--- src/rtl/alu_cmd_sequencer.sv ---
// Command sequencer for the combinational ALU.
// Holds accumulator and flags, chains carry across commands.
module alu_cmd_sequencer #(
    parameter int BUS_WIDTH = 8
) (
    input  logic                 clk,
    input  logic                 reset,
    input  logic                 cmd_valid,
    output logic                 cmd_ready,
    input  logic [3:0]           cmd_opcode,
    input  logic [BUS_WIDTH-1:0] cmd_operand,
    output logic [3:0]           alu_opcode,
    output logic [BUS_WIDTH-1:0] alu_a,
    output logic [BUS_WIDTH-1:0] alu_b,
    output logic                 alu_carry_in,
    input  logic [BUS_WIDTH-1:0] alu_y,
    input  logic [4:0]           alu_flags,
    output logic                 rsp_valid,
    input  logic                 rsp_ready,
    output logic [BUS_WIDTH-1:0] rsp_result,
    output logic [4:0]           rsp_flags,
    output logic [BUS_WIDTH-1:0] acc
);

    typedef enum logic [1:0] {
        IDLE,
        EXEC,
        CAPT,
        RESP
    } state_t;

    localparam logic [4:0] FLAGS_RST = 5'b00100;

    state_t               state_q, state_d;
    logic [3:0]           op_q, op_d;
    logic [BUS_WIDTH-1:0] opnd_q, opnd_d;
    logic [BUS_WIDTH-1:0] acc_q, acc_d;
    logic [4:0]           flags_q, flags_d;
    logic [3:0]           alu_op_q, alu_op_d;
    logic [BUS_WIDTH-1:0] alu_b_q, alu_b_d;
    logic [BUS_WIDTH-1:0] res_q, res_d;
    logic [4:0]           rflags_q, rflags_d;
    logic [4:0]           load_flags;

    // Flags a LOAD reports: parity and zero of the loaded value only.
    assign load_flags = {1'b0, ^opnd_q, (opnd_q == '0), 2'b00};

    assign cmd_ready    = (state_q == IDLE);
    assign rsp_valid    = (state_q == RESP);
    assign alu_opcode   = alu_op_q;
    assign alu_a        = acc_q;
    assign alu_b        = alu_b_q;
    assign alu_carry_in = flags_q[0];
    assign rsp_result   = res_q;
    assign rsp_flags    = rflags_q;
    assign acc          = acc_q;

    // Next-state and datapath updates for the command FSM.
    always_comb begin
        state_d  = state_q;
        op_d     = op_q;
        opnd_d   = opnd_q;
        acc_d    = acc_q;
        flags_d  = flags_q;
        alu_op_d = alu_op_q;
        alu_b_d  = alu_b_q;
        res_d    = res_q;
        rflags_d = rflags_q;
        unique case (state_q)
            IDLE: begin
                if (cmd_valid) begin
                    op_d   = cmd_opcode;
                    opnd_d = cmd_operand;
                    if (cmd_opcode == 4'd0) begin
                        state_d = CAPT;
                    end else begin
                        // ALU inputs only move for real ALU commands.
                        alu_op_d = cmd_opcode;
                        alu_b_d  = cmd_operand;
                        state_d  = EXEC;
                    end
                end
            end
            EXEC: begin
                state_d = CAPT;
            end
            CAPT: begin
                if (op_q == 4'd0) begin
                    acc_d    = opnd_q;
                    res_d    = opnd_q;
                    rflags_d = load_flags;
                    flags_d  = load_flags;
                end else begin
                    res_d    = alu_y;
                    rflags_d = alu_flags;
                    flags_d  = alu_flags;
                    // Invalid opcodes leave the accumulator intact.
                    if (!alu_flags[4]) begin
                        acc_d = alu_y;
                    end
                end
                state_d = RESP;
            end
            RESP: begin
                if (rsp_ready) begin
                    state_d = IDLE;
                end
            end
            default: begin
                state_d = IDLE;
            end
        endcase
    end

    // State and datapath registers.
    always_ff @(posedge clk or posedge reset) begin
        if (reset) begin
            state_q  <= IDLE;
            op_q     <= '0;
            opnd_q   <= '0;
            acc_q    <= '0;
            flags_q  <= FLAGS_RST;
            alu_op_q <= '0;
            alu_b_q  <= '0;
            res_q    <= '0;
            rflags_q <= FLAGS_RST;
        end else begin
            state_q  <= state_d;
            op_q     <= op_d;
            opnd_q   <= opnd_d;
            acc_q    <= acc_d;
            flags_q  <= flags_d;
            alu_op_q <= alu_op_d;
            alu_b_q  <= alu_b_d;
            res_q    <= res_d;
            rflags_q <= rflags_d;
        end
    end

endmodule

--- config.mk ---
export PLATFORM = sky130hd
export DESIGN_NAME = alu_cmd_sequencer
export DESIGN_NICKNAME = d
export VERILOG_FILES = /design/src/rtl/alu_cmd_sequencer.sv
export SDC_FILE = /design/constraint.sdc
export NUM_CORES = 1
export LEC_CHECK = 0
export CAP_MARGIN = 40
export CORE_MARGIN = 2
export CORE_UTILIZATION = 25
export CTS_CLUSTER_SIZE = 20
export DETAILED_ROUTE_END_ITERATION = 12
export GPL_ROUTABILITY_DRIVEN = 1
export SLEW_MARGIN = 20
export SYNTH_ARGS = -nofsm -noshare
export SYNTH_HDL_FRONTEND = slang
export SYNTH_SLANG_ARGS = --single-unit
--- constraint.sdc ---
create_clock -name clk -period 4.39 [get_ports clk]
set_input_delay 0.6585 -clock clk [delete_from_list [all_inputs] [get_ports clk]]
set_output_delay 0.6585 -clock clk [all_outputs]
set_load 0.02 [all_outputs]
### After elaboration in Yosys (flattened, before gate mapping)

Index checks and enable logic that the tools add are counted.

| cells by class | value |
|---|---|
| add/subtract/negate cells | 0 |
| multiply operators | 0 |
| div/mod/pow operators | 0 |
| magnitude comparators | 0 |
| eq/ne operators | 6 |
| shifts and indexed selects | 0 |
| multiplexer cells | 8 |
| bitwise gates (word level) | 1 |
| reduce and logical (&&, ||, !) cells | 9 |

Operators with widths:

| cell | number |
|---|---|
| two-way mux 8 bit | 3 |
| logical NOT 4 bit | 2 |
| logical NOT 8 bit | 1 |
| one-hot mux 2 bit (4 select lines) | 1 |
| XOR reduction 8 bit | 1 |
| two-way mux 2 bit | 3 |
| AND reduction 2 bit | 3 |
| two-way mux 5 bit | 1 |
| equality test 2 bit, second input constant | 2 |
| != test 2 x 1 -> 1 bit, second input constant | 2 |
| AND reduction 3 bit | 1 |
| equality test 2 x 1 -> 1 bit, second input constant | 1 |
| logical NOT 2 bit | 1 |
| != test 2 bit, second input constant | 1 |
| inverter 1 bit | 1 |

| storage, ports and cells | value |
|---|---|
| bits in registers | 47 |
| bits in latches | 0 |
| RAM bits | 0 |
| ROM bits | 0 |
| input port bits | 29 |
| logic and storage cells | 32 |
| memories | 0 |

### Longest topological paths before layout

| logic depth | value |
|---|---|
| word-level depth | 4 |
| gate-level depth with buffers | 6 |

### Least setup slack after synthesis

OpenSTA, ideal clock, no wires.

| timing | value |
|---|---|
| path kind | input -> register |
| start point | in cmd_opcode[3] |
| end point | reg alu_b_q[7], in the netlist alu_b[7] |
| setup time | 0.125 ns |
| arrival time | 1.674 ns |
| required time | 4.265 ns |
| setup slack | 2.592 ns |
| cell stages on the path | 3 |
| buffers on the path | 0 |
| path through | nor4_1 > nand2b_1 > mux2_2 |

| on the way | value |
|---|---|
| longest elaborated chain between the ends | 3 |

RTL lines:

| what | line | text |
|---|---|---|
| start, declared | 10 | `input logic [3:0] cmd_opcode,` |
| logical NOT 4 bit | 74 | `if (cmd_opcode == 4'd0) begin` |
| inverter 1 bit (no source line) | - |  |
| AND reduction 3 bit (no source line) | - |  |
| end signal, assigned | 134 | `alu_b_q <= alu_b_d;` |
| end, declared | 40 | `logic [BUS_WIDTH-1:0] alu_b_q, alu_b_d;` |

No other way between the ends.
A chain may end at the register's enable or synchronous reset.

### Final worst setup path

| timing | value |
|---|---|
| start point | reg state_q[0] |
| end point | out cmd_ready |

| on the way | value |
|---|---|
| longest elaborated chain between the ends | 1 |

RTL lines:

| what | line | text |
|---|---|---|
| start, declared | 34 | `state_t state_q, state_d;` |
| start signal, assigned | 128 | `state_q <= state_d;` |
| logical NOT 2 bit | 48 | `assign cmd_ready = (state_q == IDLE);` |
| end, declared | 9 | `output logic cmd_ready,` |

No other way between the ends.

==> flow_summary.yaml <==
clock_network:
  clockBufferDepth: 2
  cts_root_buffer: "clkbuf_8"
  post-cts-setup-buffer-count: 0
  cts.reportedPaths.clkPinSlew_ps: 90
  cts.sink_count: 47
  clk_latency_ps: 300
  postCtsResizedCells: 0
  cts_tree: "built"
  cts_made_buffers: 5
  cts.hold.buffers_added: 0
  htreeDepth: 2
power_and_ir_drop:
  p_per_area_nw_per_um2: 787.2
  p_leak_nw: 1.373
  p_total_mw: 2.514
  peakVddDrop_mv: 0.2486
die:
  io_pins: 73
  fp.dieArea_um2: 9925
  coreArea_um2: 8806
  fp.dieH_um: 99.63
  die_w_um: 99.63
  initial_core_util_pct: 25.96
  rows: 34
drt:
  firstDrtPassIters: 4
  wl_per_cell_um: 14.17
  vias: 1693
  routed_via_density: 4.308
  first_iter_violations: 79
  drc: 0
  drt-total-wl_um: 5570
  ant_nets: 0
critical_path:
  worstPathRequired_ps: 3730
  r2r_start: "state_q[0]$_DFFE_PP0P_"
  cpMaxStageDelayCell: "clkdlybuf4s50_1"
  cp_num_buf_inv: 2
  cp_top_family: "buffers and inverters"
  worstReg2RegEnd: "alu_b[1]$_DFFE_PP0P_"
  arrival_ps: 1730
  reg2reg_slack_ps: 2500
  cp.depth: 3
  crit_chain: "inv_1 > ha_1 > clkdlybuf4s50_1"
  r2r_cells: 5
  endpoint_kind: "output pin"
  startpoint_type: "flip-flop"
  cp_slowest_stage_delay_ps: 650
  crit_type: "flip-flop to output pin"
  path_max_fanout: 7
logic_synthesis:
  ys.warnings.count: 0
  syn_inst: 220
  synthesis.nets: 256
  yosysSeqAreaShare_pct: 51.51
  avgSynthCellArea_um2: 10.39
  netlist_area_um2: 2286
  synth_seq_cells: 47
  ys_types: 30
sta:
  hold_violations: 0
  final-max-slew-violation-count: 0
  tns_ps: 0
  max_freq_ghz: 0.4182
  rsz0062_at_grt: "false"
  skew_ps: 6.534
  min_period_over_period_pct: 54.47
  worst_pin_slew_ps: 660.0
  finalSetupViolations: 0
  slew_headroom_pct: 55.60
  finalCriticalPeriod_ps: 2391
min_path:
  whs_path_depth: 2
  min_from: "flags_q[2]$_DFFE_PP1P_"
  hold_path_class: "flip-flop to flip-flop"
  hold_end: "flags_q[2]$_DFFE_PP1P_"
status:
  status: "finished clean"
place:
  gp_congestion: 0.7396
  dp.final_hpwl_um: 4114
  port_buffers: 72
final_layout:
  drive_above_1_share_pct: 14.39
  final_cell_mix: "72 x clkdlybuf4s50_1, 46 x dfrtp_1, 40 x nand2_1"
  area_growth_pct: 39.68
  antennaDiodeCount: 0
  fin_util_pct: 36.26
  final_common_cell: "clkdlybuf4s50_1"
  nNetsFinal: 320
grt:
  groute.usage.overall_pct: 11.66
  grt_max_degree: 27
  antenna_found_initial: 0
  grt_remaining_overflow: 0
  grt_pass1_vias: 1779
  grt_pass1_wl_um: 9142
run:
  cap_violations: 0
## Yosys cell counts
cell type	n	area [um^2]
o21ai_0	14	70.07
buf_4	9	67.56
a22o_1	2	17.52
clkbuf_1	7	26.28
nor4_1	2	12.51
a2bb2oi_2	7	105.1
nand2b_1	2	12.51
ha_1	7	87.58
dfstp_2	1	26.28
mux2i_1	2	20.02
mux2_4	5	75.07
and2_0	1	6.260
or4_4	1	11.26
inv_1	19	71.32
dfrtp_1	46	1151
buf_1	2	7.510
nor2_1	17	63.81
nand3_1	4	20.02
xnor2_1	3	26.28
a21boi_4	1	18.77
buf_6	1	11.26
mux2_2	11	123.9
nor2b_1	1	6.260
a31oi_1	10	62.56
a21oi_1	1	5.000
nor2_2	1	6.260
and4_1	1	8.760
o221ai_1	1	8.760
nand2_1	40	150.1
o22ai_1	1	6.260
## power breakdown
group / internal (mW) / switching [mW] / leakage, nW
Combinational: 0.690 / 0.711 / 0.760
Sequential: 0.647 / 0.134 / 0.552
Clock: 0.184 / 0.146 / 0.0612
## through the flow
stage	cells	setup WS, ps	hold WS (ps)	instance area, um^2
2_1_floorplan	220	2592	469.0	2286
3_3_place_gp	383	2002	484.0	3050
3_5_place_dp	385	1907	487.8	3075
4_1_cts	393	1984	500.2	3193
5_1_grt	393	1899	537.0	3193
6_report	393	1999	502.9	3193
## worst register-to-register path, cell delays in order (launching register included)
cell and delay, ps:
dfrtp_1 410, inv_1 90, ha_1 290, nand2_1 190, nor2_2 420, mux2_2 390
## final cells by class
class / instances / area (um^2)
multi-input combinational: 135 / 930.9
inverter: 19 / 71.32
tap: 108 / 135.1
timing repair buffer: 76 / 760.7
clock buffer: 6 / 82.58
clock inverter: 2 / 35.03
sequential: 47 / 1177
fill: 884 / 5613
## per-layer routing
layer / wire (um) / track usage [%] / share of wire (%)
met5: 0 / 0 / 0
met4: 47 / 2.845 / 0.84
met3: 254 / 2.600 / 4.6
met2: 2579 / 18.45 / 46
met1: 2687 / 16.28 / 48
## cell families (layout without fill, tap and decap cells)
| family | after synthesis | after routing | share of synthesized area [%] |
|---|---|---|---|
| mux | 18 | 18 | 9.579 |
| buf+inv | 38 | 103 | 8.046 |
| flops | 47 | 47 | 51.51 |
| fa+ha+maj | 7 | 7 | 3.831 |
| xor+xnor | 3 | 3 | 1.150 |
| simple gates | 70 | 70 | 13.03 |
| compound gates | 37 | 37 | 12.86 |
## registers in the layout, indices dropped and copies added, names as in the netlist
signal	flops
flags_q	5
opnd_q	8
rsp_result	8
acc	8
alu_opcode	4
op_q	4
alu_b	8
state_q	2
## worst max path at each step
| stage | startpoint | end | slack, ps |
|---|---|---|---|
| final | state_q[0]$_DFFE_PP0P_ | cmd_ready | 2000 |
| after global routing | state_q[0]$_DFFE_PP0P_ | cmd_ready | 1900 |
| after CTS | state_q[0]$_DFFE_PP0P_ | cmd_ready | 1980 |
| after detailed placement | cmd_opcode[3] | alu_b[7]$_DFFE_PP0P_ | 1910 |
| after global placement | cmd_opcode[3] | alu_b[7]$_DFFE_PP0P_ | 2000 |
| after floorplan | cmd_opcode[3] | alu_b[7]$_DFFE_PP0P_ | 2590 |
Power figures use the tool's default switching activity.
